### config.mk
export PLATFORM = sky130hd
export DESIGN_NAME = universal_shift_reg_seq
export DESIGN_NICKNAME = d
export VERILOG_FILES = /design/src/rtl/usr_pkg.sv /design/src/rtl/usr_step.sv /design/src/rtl/universal_shift_reg_seq.sv
export SDC_FILE = /design/constraint.sdc
export NUM_CORES = 1
export LEC_CHECK = 0
export ABC_AREA = 1
export CORE_MARGIN = 2
export CORE_UTILIZATION = 35
export DETAILED_ROUTE_END_ITERATION = 16
export PLACE_DENSITY_LB_ADDON = 0.2
export SLEW_MARGIN = 20
export SYNTH_ARGS = -nofsm -noshare
export SYNTH_HDL_FRONTEND = slang
export SYNTH_SLANG_ARGS = --single-unit
### constraint.sdc
create_clock -name clk -period 1.9 [get_ports clk]
set_input_delay 0.38 -clock clk [delete_from_list [all_inputs] [get_ports clk]]
set_output_delay 0.38 -clock clk [all_outputs]
set_load 0.005 [all_outputs]
### src/rtl/usr_pkg.sv
`default_nettype none
// ============================================================================
// Module      : usr_pkg
// Description : Shared definitions for the universal shift register sequencer:
//               command op-codes, sequencer state encoding and a helper that
//               classifies multi-step (shift/rotate) operations.
// Revision    : 1.0 - initial release
// ============================================================================
package usr_pkg;

    localparam logic [2:0] OP_HOLD = 3'b000;
    localparam logic [2:0] OP_SHR  = 3'b001;
    localparam logic [2:0] OP_SHL  = 3'b010;
    localparam logic [2:0] OP_LOAD = 3'b011;
    localparam logic [2:0] OP_ROR  = 3'b100;
    localparam logic [2:0] OP_ROL  = 3'b101;
    localparam logic [2:0] OP_ASR  = 3'b110;
    localparam logic [2:0] OP_CLR  = 3'b111;

    typedef logic [0:0] state_t;
    localparam state_t ST_IDLE  = 1'b0;
    localparam state_t ST_SHIFT = 1'b1;

    // Shift and rotate ops take a step count; HOLD/LOAD/CLR finish in one edge.
    function automatic logic is_shift_op(input logic [2:0] op);
        return (op == OP_SHR) || (op == OP_SHL) || (op == OP_ROR) ||
               (op == OP_ROL) || (op == OP_ASR);
    endfunction

endpackage : usr_pkg
`default_nettype wire

### src/rtl/usr_step.sv
`default_nettype none
// ============================================================================
// Module      : usr_step
// Description : Combinational single-step function of the shift register.
//               next_q = f(q, op, load_data, ser_in_r, ser_in_l)
// Ports       : q          current register value
//               op         operation code (usr_pkg::OP_*)
//               load_data  parallel load value
//               ser_in_r   serial bit entering at MSB on right shift
//               ser_in_l   serial bit entering at LSB on left shift
//               next_q     value after one step
// Revision    : 1.0 - initial release
// ============================================================================
module usr_step
    import usr_pkg::*;
#(
    parameter int WIDTH = 8
) (
    input  logic [WIDTH-1:0] q,
    input  logic [2:0]       op,
    input  logic [WIDTH-1:0] load_data,
    input  logic             ser_in_r,
    input  logic             ser_in_l,
    output logic [WIDTH-1:0] next_q
);

    always_comb begin
        next_q = q;
        case (op)
            OP_HOLD: next_q = q;
            OP_SHR:  next_q = {ser_in_r, q[WIDTH-1:1]};
            OP_SHL:  next_q = {q[WIDTH-2:0], ser_in_l};
            OP_LOAD: next_q = load_data;
            OP_ROR:  next_q = {q[0], q[WIDTH-1:1]};
            OP_ROL:  next_q = {q[WIDTH-2:0], q[WIDTH-1]};
            OP_ASR:  next_q = {q[WIDTH-1], q[WIDTH-1:1]};
            OP_CLR:  next_q = '0;
            default: next_q = q;
        endcase
    end

endmodule : usr_step
`default_nettype wire

### src/rtl/universal_shift_reg_seq.sv
`default_nettype none
// ============================================================================
// Module      : universal_shift_reg_seq
// Description : WIDTH-bit universal shift register with a command sequencer.
//               An N-step shift/rotate is accepted as one command and executed
//               one position per clock with ready/busy/done handshaking.
// Ports       : clk        rising-edge clock
//               reset      asynchronous active-low reset
//               cmd_valid  command strobe; accepted when cmd_ready is high
//               cmd_ready  sequencer idle, able to accept a command
//               cmd_op     operation code (usr_pkg::OP_*)
//               cmd_amt    number of shift/rotate steps
//               load_data  parallel load value
//               ser_in_r   serial input for right shift (enters at MSB)
//               ser_in_l   serial input for left shift (enters at LSB)
//               q          register contents
//               ser_out_r  q[0]
//               ser_out_l  q[WIDTH-1]
//               busy       multi-step shift in progress
//               done       one-cycle pulse after command completion
// Revision    : 1.0 - initial release
// ============================================================================
module universal_shift_reg_seq
    import usr_pkg::*;
#(
    parameter  int WIDTH = 8,
    localparam int CNT_W = $clog2(WIDTH) + 1
) (
    input  logic             clk,
    input  logic             reset,
    input  logic             cmd_valid,
    output logic             cmd_ready,
    input  logic [2:0]       cmd_op,
    input  logic [CNT_W-1:0] cmd_amt,
    input  logic [WIDTH-1:0] load_data,
    input  logic             ser_in_r,
    input  logic             ser_in_l,
    output logic [WIDTH-1:0] q,
    output logic             ser_out_r,
    output logic             ser_out_l,
    output logic             busy,
    output logic             done
);

    state_t           r_state;
    logic [CNT_W-1:0] r_remaining;
    logic [2:0]       r_op;
    logic [WIDTH-1:0] r_q;
    logic             r_done;

    logic             w_accept;
    logic [2:0]       w_step_op;
    logic [WIDTH-1:0] w_next_q;

    assign w_accept  = cmd_valid && (r_state == ST_IDLE);
    // The first step uses the live op at accept; later steps use the latched op
    // so changes on cmd_op while busy have no effect.
    assign w_step_op = (r_state == ST_SHIFT) ? r_op : cmd_op;

    usr_step #(
        .WIDTH (WIDTH)
    ) u_step (
        .q         (r_q),
        .op        (w_step_op),
        .load_data (load_data),
        .ser_in_r  (ser_in_r),
        .ser_in_l  (ser_in_l),
        .next_q    (w_next_q)
    );

    always_ff @(posedge clk or negedge reset) begin
        if (!reset) begin
            r_state     <= ST_IDLE;
            r_remaining <= '0;
            r_op        <= OP_HOLD;
            r_q         <= '0;
            r_done      <= 1'b0;
        end else begin
            r_done <= 1'b0;
            if (r_state == ST_SHIFT) begin
                r_q         <= w_next_q;
                r_remaining <= r_remaining - CNT_W'(1);
                if (r_remaining == CNT_W'(1)) begin
                    r_state <= ST_IDLE;
                    r_done  <= 1'b1;
                end
            end else if (w_accept) begin
                r_done <= 1'b1;
                if (!is_shift_op(cmd_op)) begin
                    r_q <= w_next_q;
                end else if (cmd_amt != '0) begin
                    r_q <= w_next_q;
                    if (cmd_amt > CNT_W'(1)) begin
                        // Remaining steps run in SHIFT; done waits for the last one.
                        r_state     <= ST_SHIFT;
                        r_remaining <= cmd_amt - CNT_W'(1);
                        r_op        <= cmd_op;
                        r_done      <= 1'b0;
                    end
                end
            end
        end
    end

    assign q         = r_q;
    assign done      = r_done;
    assign busy      = (r_state == ST_SHIFT);
    assign cmd_ready = (r_state == ST_IDLE);
    assign ser_out_r = r_q[0];
    assign ser_out_l = r_q[WIDTH-1];

endmodule : universal_shift_reg_seq
`default_nettype wire

Word-level counts from Yosys, hierarchy flattened
Index checks and enable logic that the tools add are counted.
Cells by class
  equal/unequal tests: 14
  bitwise gates (word level): 1
  $lt $le $gt $ge: 1
  reductions and logical operators: 14
  mux-type cells: 23
  $add $sub $neg: 2
Operator list (number)
  $pmux W8 S8: 1
  $mux W8: 4
  $eq A3 B3 Y1 const B: 7
  $mux W4: 5
  $mux W1: 12
  $eq A3 B2 Y1 const B: 3
  $reduce_bool A2 Y1: 4
  $sub A4 B1 Y4 const B: 2
  $eq A3 B1 Y1 const B: 2
  $reduce_and A5 Y1: 1
  $eq A4 B1 Y1 const B: 1
  $gt A4 B1 Y1 const B: 1
  $logic_or A1 B1 Y1: 4
  $reduce_and A4 Y1: 1
  $reduce_bool A4 Y1: 1
  $logic_not A3 Y1: 1
  $mux W3: 1
  $ne A3 B2 Y1 const B: 1
  $reduce_and A2 Y1: 1
  $logic_and A1 B1 Y1: 1
  $not A1 Y1: 1
Word-level totals
  logic and storage cells: 60
  input bits: 20
  output and inout port bits: 13
  register bits: 17

Longest topological paths before layout
  depth after elaboration: 8
  gate-level depth with buffers: 10
  mapped depth without buffers: 10

Cells and area by module
From an unflattened synthesis, not the netlist that was laid out.
Second synthesis, totals
  cells, all modules: 251
  area total of the unflattened synthesis: 1750.4 µm²
Modules (own cells, without submodules)
  universal_shift_reg_seq: seq. area each 425.4 µm², times used 1, cells each 131, area each 1046.0 µm²
  usr_step: seq. area each 0.0 µm², times used 1, cells each 120, area each 704.4 µm²

Worst setup path after synthesis
Ideal clock, no wire load.
  kind: input to register
  from: input port cmd_amt[0]
  to: register r_remaining[3]
  buffers on the path: 0
  library setup time: 117 ps
  data arrival time: 1283 ps
  slack: 501 ps
  required time: 1783 ps
  stages on the path: 10
  cells stage by stage: inv_1 -> ha_1 -> nor2_1 -> a21o_1 -> and2_1 -> nand2_1 -> nand2_1 -> inv_1 -> nand2_1 -> nand2_1
Between the ends
  cells in the longest elaborated chain, start to end: 6
  elaborated cells between the ends (all ways): 11
  those cells by class: 1 x add/sub; 1 x order compare; 5 x mux; 4 x reduce/logical
RTL lines
  from (decl): RTL line universal_shift_reg_seq.sv:34  | input logic [CNT_W-1:0] cmd_amt,
  $sub A4 B1 Y4: RTL line universal_shift_reg_seq.sv:96  | r_remaining <= cmd_amt - CNT_W'(1);
  $mux W4: RTL line universal_shift_reg_seq.sv:93  | if (cmd_amt > CNT_W'(1)) begin
  $mux W4: RTL line universal_shift_reg_seq.sv:91  | end else if (cmd_amt != '0) begin
  $mux W4: RTL line universal_shift_reg_seq.sv:89  | if (!is_shift_op(cmd_op)) begin
  $mux W4: RTL line universal_shift_reg_seq.sv:87  | end else if (w_accept) begin
  $mux W4: RTL line universal_shift_reg_seq.sv:80  | if (r_state == ST_SHIFT) begin
  to (signal assigned): RTL line universal_shift_reg_seq.sv:82  | r_remaining <= r_remaining - CNT_W'(1);
  to (signal assigned): RTL line universal_shift_reg_seq.sv:96
  to (decl): RTL line universal_shift_reg_seq.sv:46  | logic [CNT_W-1:0] r_remaining;
Several ways; a longest one is shown, not always the timed one. The select of a mux whose other input is x is not followed.
A chain may end at the register's enable or synchronous reset.

Worst setup path after layout
  from: register r_state (netlist: busy)
  to: output port cmd_ready
Between the ends
  cells in the longest elaborated chain, start to end: 1
RTL lines
  from (decl): RTL line universal_shift_reg_seq.sv:45  | state_t r_state;
  from (signal assigned): RTL line universal_shift_reg_seq.sv:73  | r_state <= ST_IDLE;
  from (signal assigned): RTL line universal_shift_reg_seq.sv:84  | r_state <= ST_IDLE;
  from (signal assigned): RTL line universal_shift_reg_seq.sv:95  | r_state <= ST_SHIFT;
  $not A1 Y1 (no source line)
  to (decl): RTL line universal_shift_reg_seq.sv:32  | output logic cmd_ready,
Every way passes these cells.

==> results by group <==
Routing
  – Pre-antenna DRT Iters: 4
  – Vias per cell: 4.46
  – Via count: 1,288
  – Iteration-0 DRC Markers: 93
  – Routed WL per cell: 10.3 µm
  – Total wire length: 2980 µm
  – Post-route ant nets: 0
  – Remaining DRCs: 0

Yosys
  – Yosys reg bits: 17
  – Synth Area in Compound Gates: 9.02%
  – Sequential-to-total area share from yosys stat: 31.0%
  – Post-Synth Simple-Gate Area: 38.3%
  – EDFF count, synth: 0
  – Yosys warnings: 0
  – Synth Flop Type: dfrtp_1
  – Commonest cells in the netlist: nand2_1, inv_1, nor2_1
  – Largest family of logic cells by synthesized area: simple AND/OR/NAND/NOR gates
  – Synth Area in Adders: 4.55%
  – Post-synthesis mux area share: 0.729%
  – Avg Cell Area, Syn: 6.87 µm²
  – Syn Std Cell Area: 1370 µm²
  – Synth Instances: 200
  – Area contributors post-synth: dfrtp_1, nand2_1, inv_1
  – Top cell type's share of synthesized area: 31.0%
  – Syn Nets: 225
  – XOR/XNOR share of the synthesized area: 2.55%
  – Most frequent cell after synthesis: nand2_1
  – Cell variety after synth: 31
  – FFs w/ async S/R, synth: 100%
  – Top cell type by total area after synthesis: dfrtp_1

Global routing
  – Vias in the first global route: 1,180
  – First-pass GRT wire length: 5240 µm
  – Pin count of the biggest net entering global routing: 19
  – Gr ovfl total: 0
  – Antenna violations before repair: 0
  – Global Route Usage Sum: 15.3%

Worst setup path
  – Worst path cell trace: clkinv_2 -> clkdlybuf4s50_1
  – Worst EP arrival: 1.39 ns
  – WS Path Type: reg2out
  – CP startpoint kind: register
  – CP Data Required Time: 1.52 ns
  – CP endpoint kind: output port
  – FF-to-FF setup slack: 0.43 ns
  – Slowest cell on crit path: clkdlybuf4s50_1
  – Largest fanout on the critical path: 18
  – Crit path largest cell delay: 0.55 ns

Final layout
  – Fillers: 391
  – P&R area growth vs syn: 33.9%
  – Layout Nets: 267
  – Diode count: 0
  – Non-filler cells, final: 289
  – Layout cells sized above 1: 13.3%
  – Final core occ: 49.5%

Place
  – Post-DP HPWL: 2330 µm
  – PortBufs: 32
  – Inst Count DP: 285
  – Gpl congestion: 0.807

Clock tree
  – CTS tree: yes
  – CTS hold repair buffers: 0
  – Worst-path clk slew: 0.07 ns
  – Clk Latency, worst-skew pair: 0.25 ns
  – Buffer depth of the longest clock path: 2
  – CTS H-tree lvls: 1
  – CTS Buf Count: 3
  – CTS root buffer: clkbuf_8
  – Post-CTS Setup Repair Bufs: 0
  – Post-CTS resize count: 0
  – Clock sinks: 17

Worst hold path
  – HP Class: in2async

STA
  – Fin. Hold Viols: 0
  – Setup Skew: 0.00127 ns
  – Final setup viols: 0
  – Period utilization: 93.0%
  – Tmin final: 1.77 ns
  – Fmax: 566 MHz
  – Slew at the pin closest to its max-slew limit: 0.290 ns
  – Unrepaired setup endpoints after global routing: no
  – Slew Viols, Final: 0
  – Rel. slew slack: 80.6%

Floorplanning
  – Vert. Die Dim: 66.7 µm
  – Core area: 3720 µm²
  – DIE AREA: 4440 µm²
  – Io pins: 33
  – Die W: 66.7 µm
  – Site row count: 22
  – Starting Density: 37.0%

Run
  – Max-cap violations: 0

Pwr
  – PD cells: 1530 nW/µm²
  – Leak: 0.974 nW
  – Worst VDD drop: 0.000523 V

Run status
  – Outcome: completed
==> cell families (layout without fill, tap and decap cells) <==
logic type	Yosys count	count (layout)
compound gates	21	21
buf+inv	42	83
flops	17	17
xor+xnor	4	4
simple gates	110	110
mux	1	1
fa+ha+maj	5	5
==> cells in the final DEF (no fill, tap or decap), drive strengths merged <==
cell type and instances:
a211oi 1, a21boi 5, a21o 1, a21oi 5, a31oi 1, and2 1, and3 1, buf 10
clkbuf 4, clkdlybuf4s50 32, clkinv 1, dfrtp 17, ha 5, inv 36, mux2i 1, nand2 63
nand3 16, nand4 2, nor2 25, nor3 1, o21ai 8, or2 1, xnor2 1, xor2 3
==> path summary, 6_finish.rpt <==
path	start	to	cells past startpoint
min in group clk	r_op[0]$_DFFE_PN0P_	r_op[0]$_DFFE_PN0P_	2
max in group asynchronous	reset	r_remaining[2]$_DFFE_PN0P_	2
min	reset	r_op[1]$_DFFE_PN0P_	2
max	busy$_DFF_PN0_	cmd_ready	2
min reg2reg	r_op[0]$_DFFE_PN0P_	r_op[0]$_DFFE_PN0P_	2
max reg2reg	busy$_DFF_PN0_	q[0]$_DFFE_PN0P_	9
==> critical path, delay by kind of cell, from the launching register on <==
family | cells | cell delay (ns)
buffers and inverters | 2 | 0.75
flip-flops | 1 | 0.39
==> state kept, by name (all words and copies together) (netlist names) <==
name,flops
r_remaining,4
q,8
busy,1
done,1
r_op,3
==> final cells by class <==
type	count	area, µm²	share of cell area [%]
clock buffer	4	45.0	2.45
inverter	37	140	7.62
multi-input combinational	141	761	41.4
sequential	17	425	23.1
tap	48	60.1	3.27
timing repair buffer	42	408	22.2
==> layer usage <==
metal / GRT usage [%] / up-vias / share of wire [%]
li1: - / 692 / -
met1: 22.2 / 576 / 51
met2: 23.8 / 20 / 45
met3: 2.20 / 0 / 3.8
met4: 4.08 / 0 / 0
met5: 0 / - / 0
==> power by group <==
part	switching, mW	total, mW	internal (mW)
Clock	0.125	0.274	0.149
Combinational	0.992	1.84	0.851
Sequential	0.148	0.705	0.557
Total	1.27	2.82	1.56
==> through the flow <==
stage               hold slack, ns  TNS [ns]  total power [mW]  worst slack (ns)  instance area (µm²)
CTS                          0.467         0              2.85            0.0676                 1840
global route                 0.478         0              3.14            0.0491                 1840
floorplan                   0.0844         0              1.99             0.501                 1370
detailed placement           0.503    -0.404              2.56            -0.112                 1790
finish                       0.455         0              2.82             0.133                 1840
global placement             0.490    -0.208              2.55           -0.0725                 1790
Note: power is estimated with default switching activity, not from simulation.
==> patch 1, RTL diff (same flow settings) <==
`WIDTH` is set to 8 in 2 places; all go to 16.
--- a/src/rtl/usr_step.sv
+++ b/src/rtl/usr_step.sv
@@ -16,3 +16,3 @@
 #(
-    parameter int WIDTH = 8
+    parameter int WIDTH = 16
 ) (
--- a/src/rtl/universal_shift_reg_seq.sv
+++ b/src/rtl/universal_shift_reg_seq.sv
@@ -25,3 +25,3 @@
 #(
-    parameter  int WIDTH = 8,
+    parameter  int WIDTH = 16,
     localparam int CNT_W = $clog2(WIDTH) + 1
Ports: changed (resized cmd_amt, load_data and q); port bits go from 33 to 50. The function was not compared with the original's and may differ.
==> patch 1 against the original RTL <==
Clock skew grew 5.8 ps; core utilization shrank 1.4 points; cell count grew 53%; fmax shrank 2.2%; routed wire length grew 63%; design area grew 46%; sequential cell count grew 9; power grew 56%; largest power group unchanged; worst setup slack lost 40 ps; synthesized area grew 48%; first-iteration DRC count grew 37%; largest cell class unchanged; critical path type unchanged.
==> patch 1: results (changes against the original RTL) <==
Status
  – Status: finished, final reports clean (unchanged)

Logic synthesis
  – Cell count after synthesis: 314 (was 200)
  – Multiplexer share of the synthesized area: 0.491% (was 0.729%)
  – Post-synthesis compound-gate area fraction: 4.48% (was 9.02%)
  – Sequential-to-total area share from yosys stat: 31.9% (was 31.0%)
  – Top post-synthesis cells by count: nand2_1, inv_1, nor2_1 (unchanged)
  – Syn nets: 348 (was 225)
  – Post-synth cell types: 28 (was 31)
  – Synth Area in XOR/XNOR: 0.860% (was 2.55%)
  – Post-Synth Adder-Cell Area: 3.07% (was 4.55%)

Routing
  – Met2 WL: 2.27 mm (was 1.35 mm)
  – Via count: 2,022 (was 1,288)
  – DR WL/cell: 11.0 µm (was 10.3 µm)
  – DR WL met3: 172 µm (was 112 µm)
  – Top routing layer used: met4 (was met3)
  – Post-route met1 wirelength: 2.39 mm (was 1.52 mm)
  – Initial DRC Count: 127 (was 93)
  – First-pass DRT Iterations: 6 (was 4)
  – Total wire length after detailed routing: 4.86 mm (was 2.98 mm)

CTS
  – Post-CTS sizing: 0 (unchanged)
  – Reg clk slew, reported paths: 100 ps (was 70 ps)
  – Clock Latency Late Sink: 280 ps (was 250 ps)

Finish
  – Fin nets: 406 (was 267)
  – Filler cells: 605 (was 391)
  – Number of flip-flops in the largest register: 16 (was 8)
  – Share of layout cells above drive strength 1: 11.6% (was 13.3%)

Power and ir drop
  – P_comb: 0.00290 W (was 0.00184 W)
  – Leak Pwr: 1.50 nW (was 0.974 nW)
  – Power density cells: 1640 nW/µm² (was 1530 nW/µm²)
  – Sequential share of power: 25.8% (was 25.0%)
  – NetSw: 0.00210 W (was 0.00127 W)
  – Peak VDD IR: 694 µV (was 523 µV)

STA
  – Post-layout min period: 1810 ps (was 1770 ps)
  – Worst-Margin Slew: 352 ps (was 290 ps)
  – WHS: 472 ps (was 455 ps)
  – Clock skew: 7.10 ps (was 1.27 ps)

Global routing
  – Met3 Use GR: 2.47% (was 2.20%)
  – Met1 track demand over resource: 22.3% (was 22.2%)
  – Largest net degree at the start of global routing: 27 (was 19)
  – Global-route wire length before repair: 8.47 mm (was 5.24 mm)
  – Vias in the first global route: 1,889 (was 1,180)

Setup path
  – Critical-path maximum fanout: 16 (was 18)
  – Reg2Reg Setup Slack: 280 ps (was 430 ps)
  – Terminus of the critical flop-to-flop path: q[5]$_DFFE_PN0P_ (was q[0]$_DFFE_PN0P_)
  – CP Data Arrival Time: 1430 ps (was 1390 ps)

Placement
  – IO buf count: 49 (was 32)
  – Worst slack, placed: -159 ps (was -112 ps)
patch 1: cell count changes in the layout (fill, tap and decap cells not counted), sizes merged, moves of 4 or more:
cell / unedited run / this run
nand2: 63 / 127
nor2: 25 / 45
clkdlybuf4s50: 32 / 49
nand3: 16 / 29
dfrtp: 17 / 26
inv: 36 / 45
a21boi: 5 / 0
buf: 10 / 14
o21ai: 8 / 12
patch 1: worst max-delay path: stages (launching register included):
cell	delay, ps
dfrtp_1	400
clkinv_2	190
clkdlybuf4s50_1	550
patch 1: cell type report:
| type | instances | area (µm²) | share of cell area [%] |
|---|---|---|---|
| multi-input cells | 231 | 1110 | 41.5 |
| flip-flops and latches | 26 | 651 | 24.3 |
| repair buffers | 63 | 596 | 22.2 |
| inverters | 47 | 178 | 6.63 |
| well taps | 72 | 90.1 | 3.36 |
| clock buffers | 4 | 55.1 | 2.05 |
==> patch 2, RTL diff (same settings) <==
Made on the original files. Make the reset (`reset`) synchronous in one clocked block. Comments in the files are not updated.
--- a/src/rtl/universal_shift_reg_seq.sv
+++ b/src/rtl/universal_shift_reg_seq.sv
@@ -70,3 +70,3 @@
 
-    always_ff @(posedge clk or negedge reset) begin
+    always_ff @(posedge clk) begin
         if (!reset) begin
Function: differs if reset is asserted again (counterexample within 4 cycles, from zero or initial values and one cycle with reset low); with reset held inactive, the same outputs for 10 cycles.
==> patch 2 against the original RTL <==
Synthesized area shrank 9.1%; cell count shrank 0.35%; worst setup slack gained 0.97 ps; critical path depth grew 9; routed wire length shrank 1.3%; sequential cell count is the same; design area shrank 3.7%; sequential share of layout area shrank 3.8 points.
Power is not compared: it rests on default switching activity, and its combinational part moved more than twofold at a synthesized area within 25%.
==> patch 2: results (changes against the original RTL) <==
Setup path
  – CP Data Arrival Time: 1940 ps (was 1390 ps)
  – Crit-path max cell delay: 450 ps (was 550 ps)
  – CP delay by family, top: buffers and inverters (unchanged)
  – Crit-path slowest cell: clkdlybuf4s50_1 (unchanged)
  – Critical-path maximum fanout: 5 (was 18)

Placement
  – GPL Wtd Cong: 0.827 (was 0.807)
  – IO buf count: 32 (unchanged)
  – Placed cell area: 1720 µm² (was 1790 µm²)
  – HPWL after detailed placement: 2.40 mm (was 2.33 mm)

Logic synthesis
  – Ys async rst share: 0% (was 100%)
  – Top_reg_cell synth: dfxtp_1 (was dfrtp_1)
  – Post-synth cell types: 27 (was 31)
  – Syn nets: 217 (was 225)
  – Largest cells by area after synthesis: dfxtp_1, inv_1, nor2_1, nand2_1, o21ai_0 (was dfrtp_1, nand2_1, inv_1, nor2_1, nand3_1)
  – Sequential-to-total area share from yosys stat: 27.3% (was 31.0%)
  – YS warnings: 0 (unchanged)
  – Top post-synthesis cells by count: inv_1, nor2_1, nand2_1 (was nand2_1, inv_1, nor2_1)

Routing
  – DR WL/cell: 10.2 µm (was 10.3 µm)
  – Via count: 1,339 (was 1,288)
  – Initial DRC Count: 34 (was 93)
  – First-pass DRT Iterations: 4 (unchanged)

Global routing
  – Global-route wire length before repair: 5.07 mm (was 5.24 mm)
  – Gr usage total: 15.3% (about the same)
  – Largest net degree at the start of global routing: 15 (was 19)
  – Vias in the first global route: 1,199 (was 1,180)
  – Initial antenna violation count: 0 (unchanged)

STA
  – Relative slew slack: 80.4% (was 80.6%)
  – Clock skew: 17.3 ps (was 1.27 ps)

Finish
  – Share of layout cells above drive strength 1: 19.8% (was 13.3%)
  – Number of flip-flops in the largest register: 8 (unchanged)
  – Fin nets: 268 (was 267)
  – Ant. Diodes: 0 (unchanged)

CTS
  – Bufs on Longest Clock Path: 2 (unchanged)
  – Clock Latency Late Sink: 290 ps (was 250 ps)
  – Clock Tree Root: clkbuf_4 (was clkbuf_8)
  – H-tree levels: 1 (unchanged)
  – CTS buffer count: 3 (unchanged)
  – Postcts setup bufs: 0 (unchanged)
  – Reg clk slew, reported paths: 110 ps (was 70 ps)

Status
  – Status: finished, final reports clean (unchanged)

Power and ir drop
  – Peak VDD IR: 468 µV
  – Leak Pwr: 0.797 nW

Hold path
  – Hold Crit Class: reg -> reg (was in -> async)
patch 2: what timing repair did:
action,4_1_cts,5_1_grt
gates cloned,0,0
setup endpoints to repair,1,5
pin swaps,0,4
gates resized for setup,1,8
patch 2: power breakdown:
group | switching (W) | leakage (nW) | internal (W)
clock network | 0.000113 | 0.0150 | 0.0000815
logic | 0.000218 | 0.641 | 0.000218
registers | 0.0000340 | 0.141 | 0.000396
patch 2: final timing paths:
check | from | endpoint | slack (ps) | cells after the start
hold reg to reg | r_op[1]$_SDFFE_PN0P_ | r_op[1]$_SDFFE_PN0P_ | 480 | 2
hold / removal | r_op[1]$_SDFFE_PN0P_ | r_op[1]$_SDFFE_PN0P_ | 480 | 2
setup reg to reg | busy$_SDFF_PN0_ | q[5]$_SDFFE_PN0P_ | 360 | 10
setup / recovery | cmd_amt[1] | r_remaining[3]$_SDFFE_PN0P_ | 130 | 11
patch 2: area by class of cell:
class / count / area, µm²
clock buffers: 4 / 26.3
fillers: 345 / 1620
inverters: 34 / 130
multi-input cells: 135 / 738
flip-flops and latches: 17 / 342
well taps: 46 / 57.6
repair buffers: 52 / 477
patch 2: logic make-up after synthesis:
family / after synthesis / share of synthesized area, %
simple gates: 83 / 30.9
buf+inv: 40 / 14.4
flops: 17 / 27.3
xor+xnor: 1 / 0.702
fa+ha+maj: 5 / 5.01
compound gates: 46 / 21.7
patch 2: metal layers:
layer  vias to the layer above  wire [µm]  GRT usage (%)
li1                        715          -              -
met1                       593       1440           20.7
met2                        29       1360           25.0
met3                         2        132           3.87
met4                         0         14           2.45
met5                         -          0              0
patch 2: metrics by stage:
step	worst slack [ps]	std cells
2_1_floorplan	435	192
3_3_place_gp	-206	284
3_5_place_dp	-190	284
4_1_cts	47.7	288
5_1_grt	10.7	288
6_report	134	288
